### config.mk
export PLATFORM = sky130hd
export DESIGN_NAME = uart_tx_fifo
export DESIGN_NICKNAME = d
export VERILOG_FILES = /design/src/rtl/uart_pkg.sv /design/src/rtl/uart_fifo_mem.sv /design/src/rtl/uart_tx_fifo.sv
export SDC_FILE = /design/constraint.sdc
export NUM_CORES = 1
export LEC_CHECK = 0
export BUFFER_PORTS_ARGS = -buffer_cell sky130_fd_sc_hd__buf_2
export CORE_MARGIN = 4
export CORE_UTILIZATION = 40
export CTS_CLUSTER_SIZE = 14
export DETAILED_ROUTE_END_ITERATION = 10
export PLACE_DENSITY_LB_ADDON = 0.25
export SLEW_MARGIN = 5
export SYNTH_ARGS = -nofsm -noshare
export SYNTH_HDL_FRONTEND = slang
export SYNTH_SLANG_ARGS = --single-unit
### constraint.sdc
create_clock -name clk -period 5 [get_ports clk]
set_input_delay 0.75 -clock clk [delete_from_list [all_inputs] [get_ports clk]]
set_output_delay 0.75 -clock clk [all_outputs]
set_load 0.02 [all_outputs]
### src/rtl/uart_pkg.sv
// Shared definitions for the UART transmit path.
//   XON_CHAR / XOFF_CHAR : software flow-control characters decoded by the receiver
//   tx_state_t           : 2-bit encoding of the transmit FIFO output FSM
package uart_pkg;

    localparam logic [7:0] XON_CHAR  = 8'h11;
    localparam logic [7:0] XOFF_CHAR = 8'h13;

    typedef logic [1:0] tx_state_t;

    localparam tx_state_t S_IDLE    = 2'd0;
    localparam tx_state_t S_FETCH   = 2'd1;
    localparam tx_state_t S_PRESENT = 2'd2;

endpackage

### src/rtl/uart_fifo_mem.sv
// DEPTH x DATA_W register array with one synchronous write port and one
// synchronous read port (read data appears the cycle after rd_en).
//   clk, reset_n         : clock, async active-low reset (read register only)
//   wr_en/wr_addr/wr_data: write port
//   rd_en/rd_addr        : read request
//   rd_data              : registered read data
module uart_fifo_mem #(
    parameter int DATA_W = 8,
    parameter int ADDR_W = 4,
    parameter int DEPTH  = 16
) (
    input  logic              clk,
    input  logic              reset_n,
    input  logic              wr_en,
    input  logic [ADDR_W-1:0] wr_addr,
    input  logic [DATA_W-1:0] wr_data,
    input  logic              rd_en,
    input  logic [ADDR_W-1:0] rd_addr,
    output logic [DATA_W-1:0] rd_data
);

    logic [DATA_W-1:0] mem [DEPTH];

    // Storage is not reset: emptiness is tracked by the pointers in the top.
    always_ff @(posedge clk) begin
        if (wr_en) begin
            mem[wr_addr] <= wr_data;
        end
    end

    always_ff @(posedge clk or negedge reset_n) begin
        if (!reset_n) begin
            rd_data <= '0;
        end else if (rd_en) begin
            rd_data <= mem[rd_addr];
        end
    end

endmodule

### src/rtl/uart_tx_fifo.sv
// Byte buffer ahead of the UART transmitter. Absorbs host bursts and
// presents one byte at a time on a valid/ready handshake; new fetches are
// gated by CTS and XON/XOFF. Reports fill level and a sticky overflow flag.
//   clk, reset_n           : clock, async active-low reset
//   wr_en, wr_data         : host write strobe and byte
//   full, almost_full      : count == DEPTH, count >= AFULL_LVL
//   count                  : bytes held in memory (output register excluded)
//   tx_valid, tx_data      : byte presented to the transmitter
//   tx_ready               : transmitter accepts the byte this cycle
//   cts                    : clear-to-send (already synchronised by caller)
//   xoff_pulse, xon_pulse  : decoded flow-control pulses from the receiver
//   paused                 : XOFF in effect
//   overflow, ovf_clr      : sticky write-while-full flag and its clear
//
// state     | meaning
// S_IDLE    | output register empty, waiting for data + permission
// S_FETCH   | memory read in flight, loading tx_data next edge
// S_PRESENT | tx_valid=1, holding tx_data until tx_ready
module uart_tx_fifo
    import uart_pkg::*;
#(
    parameter int DATA_W    = 8,
    parameter int ADDR_W    = 4,
    parameter int DEPTH     = 16,
    parameter int AFULL_LVL = 12
) (
    input  logic              clk,
    input  logic              reset_n,
    input  logic              wr_en,
    input  logic [DATA_W-1:0] wr_data,
    output logic              full,
    output logic              almost_full,
    output logic [ADDR_W:0]   count,
    output logic              tx_valid,
    output logic [DATA_W-1:0] tx_data,
    input  logic              tx_ready,
    input  logic              cts,
    input  logic              xoff_pulse,
    input  logic              xon_pulse,
    output logic              paused,
    output logic              overflow,
    input  logic              ovf_clr
);

    if (DEPTH != 2**ADDR_W) begin : g_bad_depth
        $error("uart_tx_fifo: DEPTH must equal 2**ADDR_W");
    end
    if (AFULL_LVL > DEPTH) begin : g_bad_afull
        $error("uart_tx_fifo: AFULL_LVL must not exceed DEPTH");
    end

    localparam logic [ADDR_W:0]   DEPTH_C = (ADDR_W+1)'(DEPTH);
    localparam logic [ADDR_W:0]   AFULL_C = (ADDR_W+1)'(AFULL_LVL);
    localparam logic [ADDR_W:0]   CNT_ONE = (ADDR_W+1)'(1);
    localparam logic [ADDR_W-1:0] PTR_ONE = ADDR_W'(1);

    tx_state_t         state;
    logic [ADDR_W-1:0] wr_ptr;
    logic [ADDR_W-1:0] rd_ptr;
    logic [DATA_W-1:0] rd_data;
    logic              wr_accept;
    logic              can_fetch;
    logic              rd_issue;

    assign full        = (count == DEPTH_C);
    assign almost_full = (count >= AFULL_C);
    assign wr_accept   = wr_en && !full;
    assign can_fetch   = (count != '0) && cts && !paused;

    // A read is issued from IDLE, or back-to-back from PRESENT on a transfer.
    assign rd_issue = can_fetch &&
                      ((state == S_IDLE) || ((state == S_PRESENT) && tx_ready));

    uart_fifo_mem #(
        .DATA_W (DATA_W),
        .ADDR_W (ADDR_W),
        .DEPTH  (DEPTH)
    ) u_mem (
        .clk     (clk),
        .reset_n (reset_n),
        .wr_en   (wr_accept),
        .wr_addr (wr_ptr),
        .wr_data (wr_data),
        .rd_en   (rd_issue),
        .rd_addr (rd_ptr),
        .rd_data (rd_data)
    );

    always_ff @(posedge clk or negedge reset_n) begin
        if (!reset_n) begin
            wr_ptr <= '0;
            rd_ptr <= '0;
            count  <= '0;
        end else begin
            if (wr_accept) begin
                wr_ptr <= wr_ptr + PTR_ONE;
            end
            if (rd_issue) begin
                rd_ptr <= rd_ptr + PTR_ONE;
            end
            case ({wr_accept, rd_issue})
                2'b10:   count <= count + CNT_ONE;
                2'b01:   count <= count - CNT_ONE;
                default: count <= count;
            endcase
        end
    end

    always_ff @(posedge clk or negedge reset_n) begin
        if (!reset_n) begin
            state    <= S_IDLE;
            tx_valid <= 1'b0;
            tx_data  <= '0;
        end else begin
            case (state)
                S_IDLE: begin
                    if (can_fetch) begin
                        state <= S_FETCH;
                    end
                end
                S_FETCH: begin
                    tx_data  <= rd_data;
                    tx_valid <= 1'b1;
                    state    <= S_PRESENT;
                end
                S_PRESENT: begin
                    // Gating only blocks new fetches; a presented byte waits for tx_ready.
                    if (tx_ready) begin
                        tx_valid <= 1'b0;
                        state    <= can_fetch ? S_FETCH : S_IDLE;
                    end
                end
                default: begin
                    tx_valid <= 1'b0;
                    state    <= S_IDLE;
                end
            endcase
        end
    end

    always_ff @(posedge clk or negedge reset_n) begin
        if (!reset_n) begin
            paused   <= 1'b0;
            overflow <= 1'b0;
        end else begin
            if (xoff_pulse) begin
                paused <= 1'b1;
            end else if (xon_pulse) begin
                paused <= 1'b0;
            end
            if (wr_en && full) begin
                overflow <= 1'b1;
            end else if (ovf_clr) begin
                overflow <= 1'b0;
            end
        end
    end

endmodule

==> reports/results.ini <==
[grt]
grt_max_degree = 35
grt_pass1_vias = 3295
grt_pass1_wl_um = 18900
track_usage = 0.142
antenna_found_initial = 0
grt_overflow_total = 0

[clock_tree]
cts_setup_buffers = 0
clk_pin_slew_ns = 0.07
cts_root_buf = clkbuf_16
cts_resized = 0
cts_tree = done
h-tree-depth = 4
hold_buffers = 0
numCtsBuffers = 17
clock-sinks = 162
clock_latency_ns = 0.42
clk_path_buf_depth = 2

[synthesis]
synth_flop_cell = edfxtp_1
synth_cells = 359
synth_area_leader_cell = edfxtp_1
async_reset_ff_frac = 0.210
synth_top_area_frac = 0.586
ys_seq_area_frac = 0.715
synth_area_um2 = 6560
synth_top_family_by_area = multiplexers
ys_warn_count = 0
synth_simple_gate_area_frac = 0.0395
ys_top_cells_by_area = edfxtp_1 (59%), dfrtp_1 (13%), mux4_1 (6.0%), mux4_2 (5.8%), mux2_2 (2.7%)
ys_ff_latch = 162
synth-compound-area-share = 0.0259
syn_avg_cell_area_um2 = 18.3
synth_fa_ha_area_frac = 0.0202
syn-num-nets = 385
synth_edf_count = 128
synthTopCellsByCount = edfxtp_1 (128), dfrtp_1 (34), nand2_1 (29), mux4_2 (17), mux2_2 (16)
yosys.cell_count.top_type = edfxtp_1
yosys.area_share.xor_xnor = 0.0133
synthDistinctLibCells = 35
synthMuxAreaShare = 0.160

[route]
wire_per_inst_um = 19.0
vias_per_cell = 5.02
drtIter0Drc = 128
drt-total-wl_um = 11900
ant_nets = 0
drt_pass1_iterations = 5
vias = 3142
drc = 0

[timing]
fin_tns_setup_ns = 0
whs_ns = 0.397
min_period_ns = 3.27
fin_crit_sh = 0.655
skew_ns = 0.00836
finalSetupViolations = 0
slew_headroom = 0.324
finalMaxSlewViolations = 0
worst_pin_slew_ns = 1.01
max_freq_ghz = 0.305
hold_viol = 0
rsz0062_at_grt = no

[die]
pin_count = 34
rows = 46
coreArea_um2 = 16000
fp.dieArea_um2 = 18500
die_y_um = 136
die-width_um = 136
start_util = 0.410

[cells_and_area]
finalInstanceArea_um2 = 7510
drive_gt1_frac = 0.261
syn_to_final_growth_pct = 14.5
fin_util = 0.469
num_antenna_cells = 0
layout.nets = 423

[critical_path]
worst_setup_path_start_kind = flop
crit_arrival_ns = 3.58
endpoint_kind = flop
path_class = flop to flop
cp_max_fo = 20
reg2regPathDepth = 11
worstPathRequired_ns = 5.31

[power_and_ir_drop]
irDropWorstVdd_mv = 0.316
design_power_total_mw = 4.23
p_leak_nw = 2.73
powerDensity_nw_per_um2 = 564

[place]
gp_congestion = 0.731
numPortBuffers = 33
place_area_um2 = 6930
post-dp-hpwl_um = 7440

[worst_hold_path]
hold_path.class = input port to asynchronous set/reset pin

[run_status]
status = finished, final reports clean

[job]
max-cap-violations = 0

==> routing by layer <==
metal / share of wire / GRT usage
met1: 0.44 / 0.183
met2: 0.50 / 0.228
met3: 0.044 / 0.0403
met4: 0.013 / 0.0549
met5: 0 / 0
==> cell type report <==
type	count	area, um^2
fill	1389	8490
sequential	162	4700
multi-input combinational	166	1710
clock buffer	17	425
tap	216	270
timing repair buffer	38	203
clock inverter	15	160
inverter	12	45.0
==> through the flow <==
stage / setup slack [ns] / std cells
after CTS: 1.71 / 626
after floorplan: 2.04 / 359
after global routing: 1.56 / 626
after global placement: 1.78 / 594
final: 1.73 / 626
after detailed placement: 1.73 / 594
==> layout by cell type, fill, tap and decap left out, types with 12 or more instances in the layout <==
cell / n
buf_2: 33
clkbuf_16: 17
dfrtp_1: 33
edfxtp_1: 128
inv_1: 12
mux2_2: 16
mux4_1: 15
mux4_2: 17
nand2_1: 29
nor2_1: 14
o21ai_0: 12
==> power breakdown <==
group	total (mW)	switching, mW	internal (mW)
Sequential	1.84	0.152	1.69
Clock	1.26	0.523	0.739
Combinational	1.13	0.619	0.515
==> flip-flops by register name, summed over array words and instances (netlist names) <==
signal and flops:
count 5, overflow 1, paused 1, rd_ptr 4, state 2, tx_data 8
tx_valid 1, u_mem.mem 128, u_mem.rd_data 8, wr_ptr 4
==> worst max-delay path, stage by stage, from the launching register on <==
cell	delay (ns)
dfrtp_1	0.44
or4_1	0.53
o2111ai_1	0.19
buf_4	0.25
inv_1	0.12
ha_1	0.26
ha_1	0.33
nor2b_1	0.14
o21ai_0	0.21
a21oi_1	0.09
or3b_2	0.45
xnor2_1	0.13
==> path summary, 6_finish.rpt <==
path / startpoint / end / slack (ns)
max in group asynchronous: reset_n / rd_ptr[0]$_DFFE_PN0P_ / 4.07
min in group clk: tx_valid$_DFFE_PN0P_ / tx_valid$_DFFE_PN0P_ / 0.47
worst min register to register: tx_valid$_DFFE_PN0P_ / tx_valid$_DFFE_PN0P_ / 0.47
worst min-delay path: reset_n / overflow$_DFFE_PN0P_ / 0.40
worst max register to register: count[0]$_DFFE_PN0P_ / count[4]$_DFFE_PN0P_ / 1.73
worst max-delay path: count[0]$_DFFE_PN0P_ / count[4]$_DFFE_PN0P_ / 1.73
==> kinds of logic after synthesis <==
family	count (synthesis)
buffers and inverters	31
multiplexers	57
flip-flops	162
AO/OA/AOI/OAI	30
XOR/XNOR	10
adder cells (fa/ha/maj)	10
AND/OR/NAND/NOR	59
No activity file was read; power rests on OpenSTA's default activity.
